$ cat src/rtl/dmem_arbiter.sv
// rtl/dmem_arbiter.sv - two-port round-robin arbiter in front of the single-port data memory
//
// Shares DataMemory between the core load/store path (cpu_*) and a DMA/debug
// port (dma_*). Each port uses a req/done handshake. Ties in IDLE are broken
// in favour of the port that was not served last.
//
// Ports:
//   clk, reset                : clock, synchronous active-low reset
//   cpu_req/we/addr/wdata     : core access request, held until cpu_done
//   cpu_rdata, cpu_done       : registered load data, one-cycle completion pulse
//   cpu_stall                 : freezes the core PC while its access is pending
//   dma_req/we/addr/wdata     : DMA access request, held until dma_done
//   dma_rdata, dma_done       : registered load data, one-cycle completion pulse
//   dma_gnt                   : high while the DMA owns the memory
//   mem_addr/wdata/we/re      : DataMemory address, write data, MemWrite, MemRead
//   mem_rdata                 : DataMemory ReadData (combinational read)

module dmem_arbiter #(
  parameter int ADDR_WIDTH = 8,
  parameter int DATA_WIDTH = 32
) (
  input  logic                  clk,
  input  logic                  reset,
  input  logic                  cpu_req,
  input  logic                  cpu_we,
  input  logic [ADDR_WIDTH-1:0] cpu_addr,
  input  logic [DATA_WIDTH-1:0] cpu_wdata,
  output logic [DATA_WIDTH-1:0] cpu_rdata,
  output logic                  cpu_done,
  output logic                  cpu_stall,
  input  logic                  dma_req,
  input  logic                  dma_we,
  input  logic [ADDR_WIDTH-1:0] dma_addr,
  input  logic [DATA_WIDTH-1:0] dma_wdata,
  output logic [DATA_WIDTH-1:0] dma_rdata,
  output logic                  dma_done,
  output logic                  dma_gnt,
  output logic [ADDR_WIDTH-1:0] mem_addr,
  output logic [DATA_WIDTH-1:0] mem_wdata,
  output logic                  mem_we,
  output logic                  mem_re,
  input  logic [DATA_WIDTH-1:0] mem_rdata
);

  typedef enum logic [2:0] {
    IDLE      = 3'd0,
    GRANT_CPU = 3'd1,
    GRANT_DMA = 3'd2,
    RESP_CPU  = 3'd3,
    RESP_DMA  = 3'd4
  } state_t;

  localparam logic OWNER_CPU = 1'b0;
  localparam logic OWNER_DMA = 1'b1;

  state_t state;
  logic   lastOwner;
  logic   cpuWins;

  // CPU takes the slot when it is alone, or on a tie when the DMA went last.
  assign cpuWins = cpu_req && (!dma_req || (lastOwner == OWNER_DMA));

  always_ff @(posedge clk) begin
    if (!reset) begin
      state     <= IDLE;
      lastOwner <= OWNER_DMA;
      cpu_rdata <= '0;
      dma_rdata <= '0;
    end else begin
      case (state)
        IDLE: begin
          if (cpuWins) begin
            state     <= GRANT_CPU;
            lastOwner <= OWNER_CPU;
          end else if (dma_req) begin
            state     <= GRANT_DMA;
            lastOwner <= OWNER_DMA;
          end
        end
        GRANT_CPU: begin
          if (!cpu_we) cpu_rdata <= mem_rdata;
          state <= RESP_CPU;
        end
        GRANT_DMA: begin
          if (!dma_we) dma_rdata <= mem_rdata;
          state <= RESP_DMA;
        end
        RESP_CPU: state <= IDLE;
        RESP_DMA: state <= IDLE;
        default:  state <= IDLE;
      endcase
    end
  end

  // Memory-side outputs are decoded from state; everything is forced idle
  // while reset is low so a GRANT caught by reset never writes.
  always_comb begin
    mem_addr  = '0;
    mem_wdata = '0;
    mem_we    = 1'b0;
    mem_re    = 1'b0;
    if (reset) begin
      if (state == GRANT_CPU) begin
        mem_addr  = cpu_addr;
        mem_wdata = cpu_wdata;
        mem_we    = cpu_we;
        mem_re    = ~cpu_we;
      end else if (state == GRANT_DMA) begin
        mem_addr  = dma_addr;
        mem_wdata = dma_wdata;
        mem_we    = dma_we;
        mem_re    = ~dma_we;
      end
    end
  end

  assign cpu_done  = reset && (state == RESP_CPU);
  assign dma_done  = reset && (state == RESP_DMA);
  assign dma_gnt   = reset && (state == GRANT_DMA);
  assign cpu_stall = cpu_req & ~cpu_done;

endmodule
$ cat config.mk
export PLATFORM = sky130hd
export DESIGN_NAME = dmem_arbiter
export DESIGN_NICKNAME = d
export VERILOG_FILES = /design/src/rtl/dmem_arbiter.sv
export SDC_FILE = /design/constraint.sdc
export NUM_CORES = 1
export LEC_CHECK = 0
export BUFFER_PORTS_ARGS = -buffer_cell sky130_fd_sc_hd__buf_2
export CELL_PAD_IN_SITES_DETAIL_PLACEMENT = 0
export CELL_PAD_IN_SITES_GLOBAL_PLACEMENT = 1
export CORE_MARGIN = 4
export CORE_UTILIZATION = 31
export CTS_CLUSTER_DIAMETER = 200
export DETAILED_ROUTE_END_ITERATION = 7
export PLACE_DENSITY = 0.94
export SLEW_MARGIN = 20
export SYNTH_ARGS = -nofsm -noshare
export SYNTH_HDL_FRONTEND = slang
export SYNTH_SLANG_ARGS = --single-unit
$ cat constraint.sdc
create_clock -name clk -period 2.7 [get_ports clk]
set_input_delay 0.54 -clock clk [delete_from_list [all_inputs] [get_ports clk]]
set_output_delay 0.54 -clock clk [all_outputs]
set_load 0.05 [all_outputs]
==> qor.yml, run 1 <==
status:
  status: "finished clean"
worst_setup_path:
  start_kind: "register"
  end_kind: "primary output"
  required_ps: 2160
  crit_fanout: 40
  criticalPathCategory: "register to primary output"
  arrival_ps: 1940
floorplanning:
  coreArea_mm2: 0.0103
  row_count: 37
  dieArea_mm2: 0.0123
  dieWidth_um: 111
  initial_core_util_pct: 31.8
  io_pins: 228
  die_h_um: 111
clock_tree:
  cts_inserted_buffers: 9
  cts.sinks: 68
  cts.reportedPaths.clkPinSlew_ps: 80
  hold_buffers: 0
  cts_buffer_depth: 2
  ctsResizeCount: 0
  cts_root_buffer: "clkbuf_8"
  tritoncts: "built"
  clkLatencyLatePin_ps: 340
  htree_levels: 3
  cts_setup_buffers: 0
detailed_routing:
  routedWlPerCell_um: 15.1
  first_pass_iters: 4
  drt_iter0_markers: 151
  via_per_inst: 4.84
  wirelength_um: 10300
  remaining_drc_errors: 0
  postRouteAntennaNets: 0
  vias: 3287
cells_and_area:
  finalNetCount: 656
  area_delta_synth_final_pct: 40.6
  fillers: 1058
  fin_area_mm2: 0.00460
  antenna_cells: 0
  drive_gt1_share_pct: 63.2
  utilization_pct: 44.7
sta:
  tns_ps: 0
  rsz0062_at_grt: "no"
  period_needed_ps: 2480
  fin_skew_ps: 13.9
  period_share_pct: 91.8
  hold_viol_final: 0
  setup_viol: 0
  max-slew-margin-rel_pct: 36.0
  worst_pin_slew_ps: 959
  drv_slew: 0
  max_freq_ghz: 0.404
logic_synthesis:
  synth_area_mm2: 0.00327
  synth_top_area_share_pct: 41.6
  synth.area.mux_share_pct: 0
  synth_top_family_by_area: "compound AO/OA/AOI/OAI gates"
  synthXorXnorAreaFrac_pct: 0
  synth_compound_area_share_pct: 26.8
  yosysTopAreaCell: "dfxtp_1"
  ys_seq_area_share_pct: 41.6
  ys_ff_latch: 68
  syn_nets: 447
  yosys.area_share.adder_pct: 0
  synth_area_leaders: "dfxtp_1, nand3_2, o21ai_2"
  yosysWarnings: 0
  avgSynthCellArea_um2: 9.94
  netlist_instances: 329
  yosys.area_share.simple_pct: 24.2
  yosysUniqueCellTypes: 24
power:
  powerDensity_mw_per_mm2: 558
  peakVddDrop_uv: 256
  power.leakage_nw: 2.22
global_route:
  grt_pass1_vias: 3305
  grt_pass1_wl_um: 16000
  gr-total-overflow: 0
  antenna_found_initial: 0
  grtUsageTotal_pct: 15.9
  grt_max_degree: 65
placement:
  hpwlAfterDp_um: 7920
  gp_congestion: 0.811
  io_buffer_count: 227
  place_area_mm2: 0.00442
hold_path:
  worstHoldPathType: "register to register"
job:
  maxCapViolCount: 0
[layout make-up]
type / count / area [µm²] / area share (%)
Tap cell: 136 / 170 / 3.70
Timing Repair Buffer: 233 / 1210 / 26.4
Clock buffer: 10 / 138 / 2.99
Multi-Input combinational cell: 226 / 1680 / 36.5
Clock inverter: 6 / 38.8 / 0.844
Sequential cell: 68 / 1360 / 29.6
[final timing paths]
kind / cells after the start / slack [ps] / startpoint / end
worst max-delay path: 5 / 220 / state[0]$_SDFFE_PN0P_ / mem_wdata[31]
worst min-delay path: 2 / 460 / dma_rdata[6]$_SDFFE_PN0P_ / dma_rdata[6]$_SDFFE_PN0P_
worst max register to register: 4 / 740 / state[0]$_SDFFE_PN0P_ / cpu_rdata[3]$_SDFFE_PN0P_
worst min register to register: 2 / 460 / dma_rdata[6]$_SDFFE_PN0P_ / dma_rdata[6]$_SDFFE_PN0P_
[stage by stage]
step / total power, W / hold slack, ps / instances / setup slack [ps]
global placement: 0.00182 / 441 / 663 / 446
floorplan: 0.00164 / 507 / 329 / 224
finish: 0.00257 / 457 / 679 / 223
global route: 0.00269 / 435 / 679 / 68.1
detailed placement: 0.00184 / 446 / 663 / 410
CTS: 0.00261 / 431 / 679 / 190
[sequential cells by signal, indices dropped and copies added (netlist names)]
name       count
state          3
cpu_rdata     32
dma_rdata     32
lastOwner      1
[kinds of logic (layout without fill, tap and decap cells)]
| family | count (synthesis) | count (layout) |
|---|---|---|
| AOI/OAI and AO/OA | 110 | 110 |
| buffers and inverters | 35 | 249 |
| DFF | 68 | 68 |
| and+or+nand+nor | 116 | 116 |
[cells in the final DEF (no fill, tap or decap), drive strengths merged]
cell type / count
a21boi: 1
a21oi: 3
a22o: 40
and3: 1
and3b: 1
buf: 233
clkbuf: 10
clkinv: 3
clkinvlp: 2
dfxtp: 68
inv: 1
nand2: 35
nand2b: 3
nand3: 64
nand3b: 1
nor2: 2
nor2b: 1
nor3: 5
nor3b: 1
o21ai: 66
or4b: 2
[cells in the mapped netlist (all sizes together)]
cell type and count:
o21ai 66, buf 24, nand3 64, nor2 2, a21boi 1, a21oi 3, a22o 40, dfxtp 68
clkbuf 11, and3 1, nor3 5, nor3b 1, nor2b 1, nand2b 3, or4b 2, nand2 35
nand3b 1, and3b 1
[power by group]
group / switching [W] / total [W] / internal [W]
clock network: 0.000403 / 0.000759 / 0.000357
logic: 0.000520 / 0.000723 / 0.000203
registers: 0.0000350 / 0.00108 / 0.00105
total: 0.000958 / 0.00257 / 0.00161
[worst max-delay path, cell delays in order (launching register included)]
cell and delay [ps]:
dfxtp_1 550, nand2b_1 140, nor2_2 90, buf_4 350
a22o_1 190, buf_2 270
[metal layers]
metal / wire (µm) / track usage (%)
met5: 0 / 0
met4: 182 / 4.84
met3: 719 / 5.13
met2: 5310 / 29.2
met1: 4040 / 17.3
Note: power is estimated with default switching activity, not from simulation.
==> run 2, diff against run 1 <==
==> constraint.sdc (replaced) <==
create_clock -name clk -period 2.7 [get_ports clk]
set_input_delay 0.135 -clock clk [delete_from_list [all_inputs] [get_ports clk]]
set_output_delay 0.135 -clock clk [all_outputs]
set_load 0.05 [all_outputs]
==> run 2 against run 1 <==
Sequential power about the same. Largest cell class unchanged. Count of clock-buffer cells in the layout unchanged. Critical path depth decreased by 2. Critical endpoint is now mem_re. Routed wire length decreased by 2.1%.
==> qor.yml, run 2 (synthesized netlist as in run 1, its figures left out) <==
status:
  status: "finished clean"  # unchanged
clock_tree:
  hold_buffers: 0  # unchanged
  cts.sinks: 68  # unchanged
  tritoncts: "built"  # unchanged
  cts_setup_buffers: 0  # unchanged
  clkLatencyLatePin_ps: 330  # was 340 ps
  cts.reportedPaths.clkPinSlew_ps: 80  # about the same
  ctsResizeCount: 0  # unchanged
  cts_buffer_depth: 2  # unchanged
  cts_inserted_buffers: 9  # unchanged
  cts_root_buffer: "clkbuf_8"  # unchanged
  htree_levels: 3  # unchanged
sta:
  drv_slew: 0  # unchanged
  setup_viol: 0  # unchanged
  rsz0062_at_grt: "no"  # unchanged
  worst_pin_slew_ps: 678  # was 959 ps
  period_share_pct: 85.9  # was 91.8%
  fin_skew_ps: 9.81  # was 13.9 ps
  max_freq_ghz: 0.431  # was 0.404 GHz
  tns_ps: 0  # unchanged
  hold_viol_final: 0  # unchanged
  max-slew-margin-rel_pct: 54.8  # was 36.0%
  hold_slack_ps: 47.1  # was 457 ps
  period_needed_ps: 2320  # was 2480 ps
power:
  p_switching_w: 0.000949  # was 0.000958 W
  power.leakage_nw: 2.25  # was 2.22 nW
  powerDensity_mw_per_mm2: 588  # was 558 mW/mm²
  peakVddDrop_uv: 273  # was 256 µV
  switching_share_pct: 34.9  # was 37.3%
  finalPower_w: 0.00272  # was 0.00257 W
  power.share.sequential_pct: 39.9  # was 42.2%
  internal_power_w: 0.00177  # was 0.00161 W
  clkPwrFrac_pct: 33.7  # was 29.6%
  comb_power_share_pct: 26.4  # was 28.2%
floorplanning:
  dieWidth_um: 111  # unchanged
  initial_core_util_pct: 31.8  # unchanged
  dieArea_mm2: 0.0123  # unchanged
  die_h_um: 111  # unchanged
  coreArea_mm2: 0.0103  # unchanged
  io_pins: 228  # unchanged
  row_count: 37  # unchanged
detailed_routing:
  routedWlPerCell_um: 14.8  # was 15.1 µm
  vias: 3233  # was 3,287
  drt_iter0_markers: 140  # was 151
  via_per_inst: 4.75  # was 4.84
  first_pass_iters: 4  # unchanged
  postRouteAntennaNets: 0  # unchanged
  wirelength_um: 10000  # was 10,300 µm
  remaining_drc_errors: 0  # unchanged
placement:
  gp_congestion: 0.803  # was 0.811
  io_buffer_count: 227  # unchanged
  hpwlAfterDp_um: 7960  # was 7920 µm
worst_setup_path:
  end_kind: "primary output"  # unchanged
  r2r-end: "cpu_rdata[13]$_SDFFE_PN0P_"  # was cpu_rdata[3]$_SDFFE_PN0P_
  arrival_ps: 2180  # was 1940 ps
  start_kind: "register"  # unchanged
  crit_fanout: 34  # was 40
  rrSetupSlack_ps: 710  # was 740 ps
  ff2ff_path_depth: 4  # unchanged
  required_ps: 2570  # was 2160 ps
  criticalPathCategory: "register to primary output"  # unchanged
  worstReg2RegStart: "state[0]$_SDFFE_PN0P_"  # unchanged
hold_path:
  worstHoldPathType: "input pin to register"  # was register to register
  min_to: "lastOwner$_SDFFE_PN1P_"  # was dma_rdata[6]$_SDFFE_PN0P_
  hold_start: "reset"  # was dma_rdata[6]$_SDFFE_PN0P_
  worstHoldPathCells: 2  # unchanged
global_route:
  grt_pass1_wl_um: 16100  # was 16,000 µm
  antenna_found_initial: 0  # unchanged
  gr-total-overflow: 0  # unchanged
  grt_pass1_vias: 3330  # was 3,305
  grtUsageTotal_pct: 15.8  # was 15.9%
  grt_max_degree: 56  # was 65
cells_and_area:
  antenna_cells: 0  # unchanged
  register_area_mm2: 0.00136  # unchanged
  area_delta_synth_final_pct: 41.5  # was 40.6%
  fillers: 1038  # was 1,058
  finalNetCount: 657  # was 656
  drive_gt1_share_pct: 63.1  # was 63.2%
  utilization_pct: 45.0  # was 44.7%
  most-common-layout-cells: "buf_2, dfxtp_1, o21ai_2, nand3_2, a22o_1"  # unchanged
  layout_commonest_cell: "buf_2"  # unchanged
  reg_top3: "cpu_rdata (32), dma_rdata (32), state (3)"  # unchanged
  multiInputGateArea_mm2: 0.00168  # unchanged
job:
  maxCapViolCount: 0  # unchanged
## run 2: cell types whose count changed in the layout (fill, tap and decap cells not counted)
cell	change
buf_12	-1
buf_2	+2
clkbuf_8	-1
bufinv_16	+2
clkinvlp_4	-2
clkinv_2	-1
clkbuf_1	+1
clkinv_4	+1
## run 2: worst max-delay path, cell delays in order (launching register included)
cell and delay (ps):
dfxtp_1 560, or4b_4 790, a21boi_2 220, buf_2 270
## run 2: final cells by class
| cell class | instances | share of cell area [%] |
|---|---|---|
| Clock buffer | 10 | 2.76 |
| Clock inverter | 6 | 1.89 |
| Multi-Input combinational cell | 226 | 36.2 |
| Sequential cell | 68 | 29.4 |
| Tap cell | 136 | 3.68 |
| Timing Repair Buffer | 234 | 26.0 |
## run 2: how the worst max path moves through the flow
stage,startpoint,end,cells past startpoint
final,state[0]$_SDFFE_PN0P_,mem_re,3
after global placement,state[0]$_SDFFE_PN0P_,mem_re,3
after global routing,state[0]$_SDFFE_PN0P_,mem_re,3
after detailed placement,state[0]$_SDFFE_PN0P_,cpu_rdata[13]$_SDFFE_PN0P_,4
after CTS,state[0]$_SDFFE_PN0P_,mem_re,3
after floorplan,state[2]$_SDFFE_PN0P_,mem_re,5
## run 2: through the flow
step / cells / instance area [µm²] / setup WS (ps)
floorplan: 329 / 3270 / 845
CTS: 680 / 4630 / 348
global placement: 664 / 4410 / 771
global route: 680 / 4630 / 246
finish: 680 / 4630 / 382
detailed placement: 664 / 4410 / 725
## run 2: power groups by stage
stage,clock (W),sequential [W],combinational [W]
CTS,0.000961,0.00109,0.000725
global placement,0,0.00111,0.000715
finish,0.000917,0.00109,0.000718
floorplan,0,0.00124,0.000406
global route,0.00100,0.00109,0.000763
detailed placement,0,0.00111,0.000723
## run 2: layer usage
layer  routed length [µm]  vias up  track usage [%]  part of all wire [%]
met1                 3920     1452             17.1                    39
met5                    0        -                0                     0
met3                  807       12             6.06                   8.0
met2                 5030      136             27.7                    50
met4                  276        0             6.32                   2.8
li1                     -     1633                -                     -
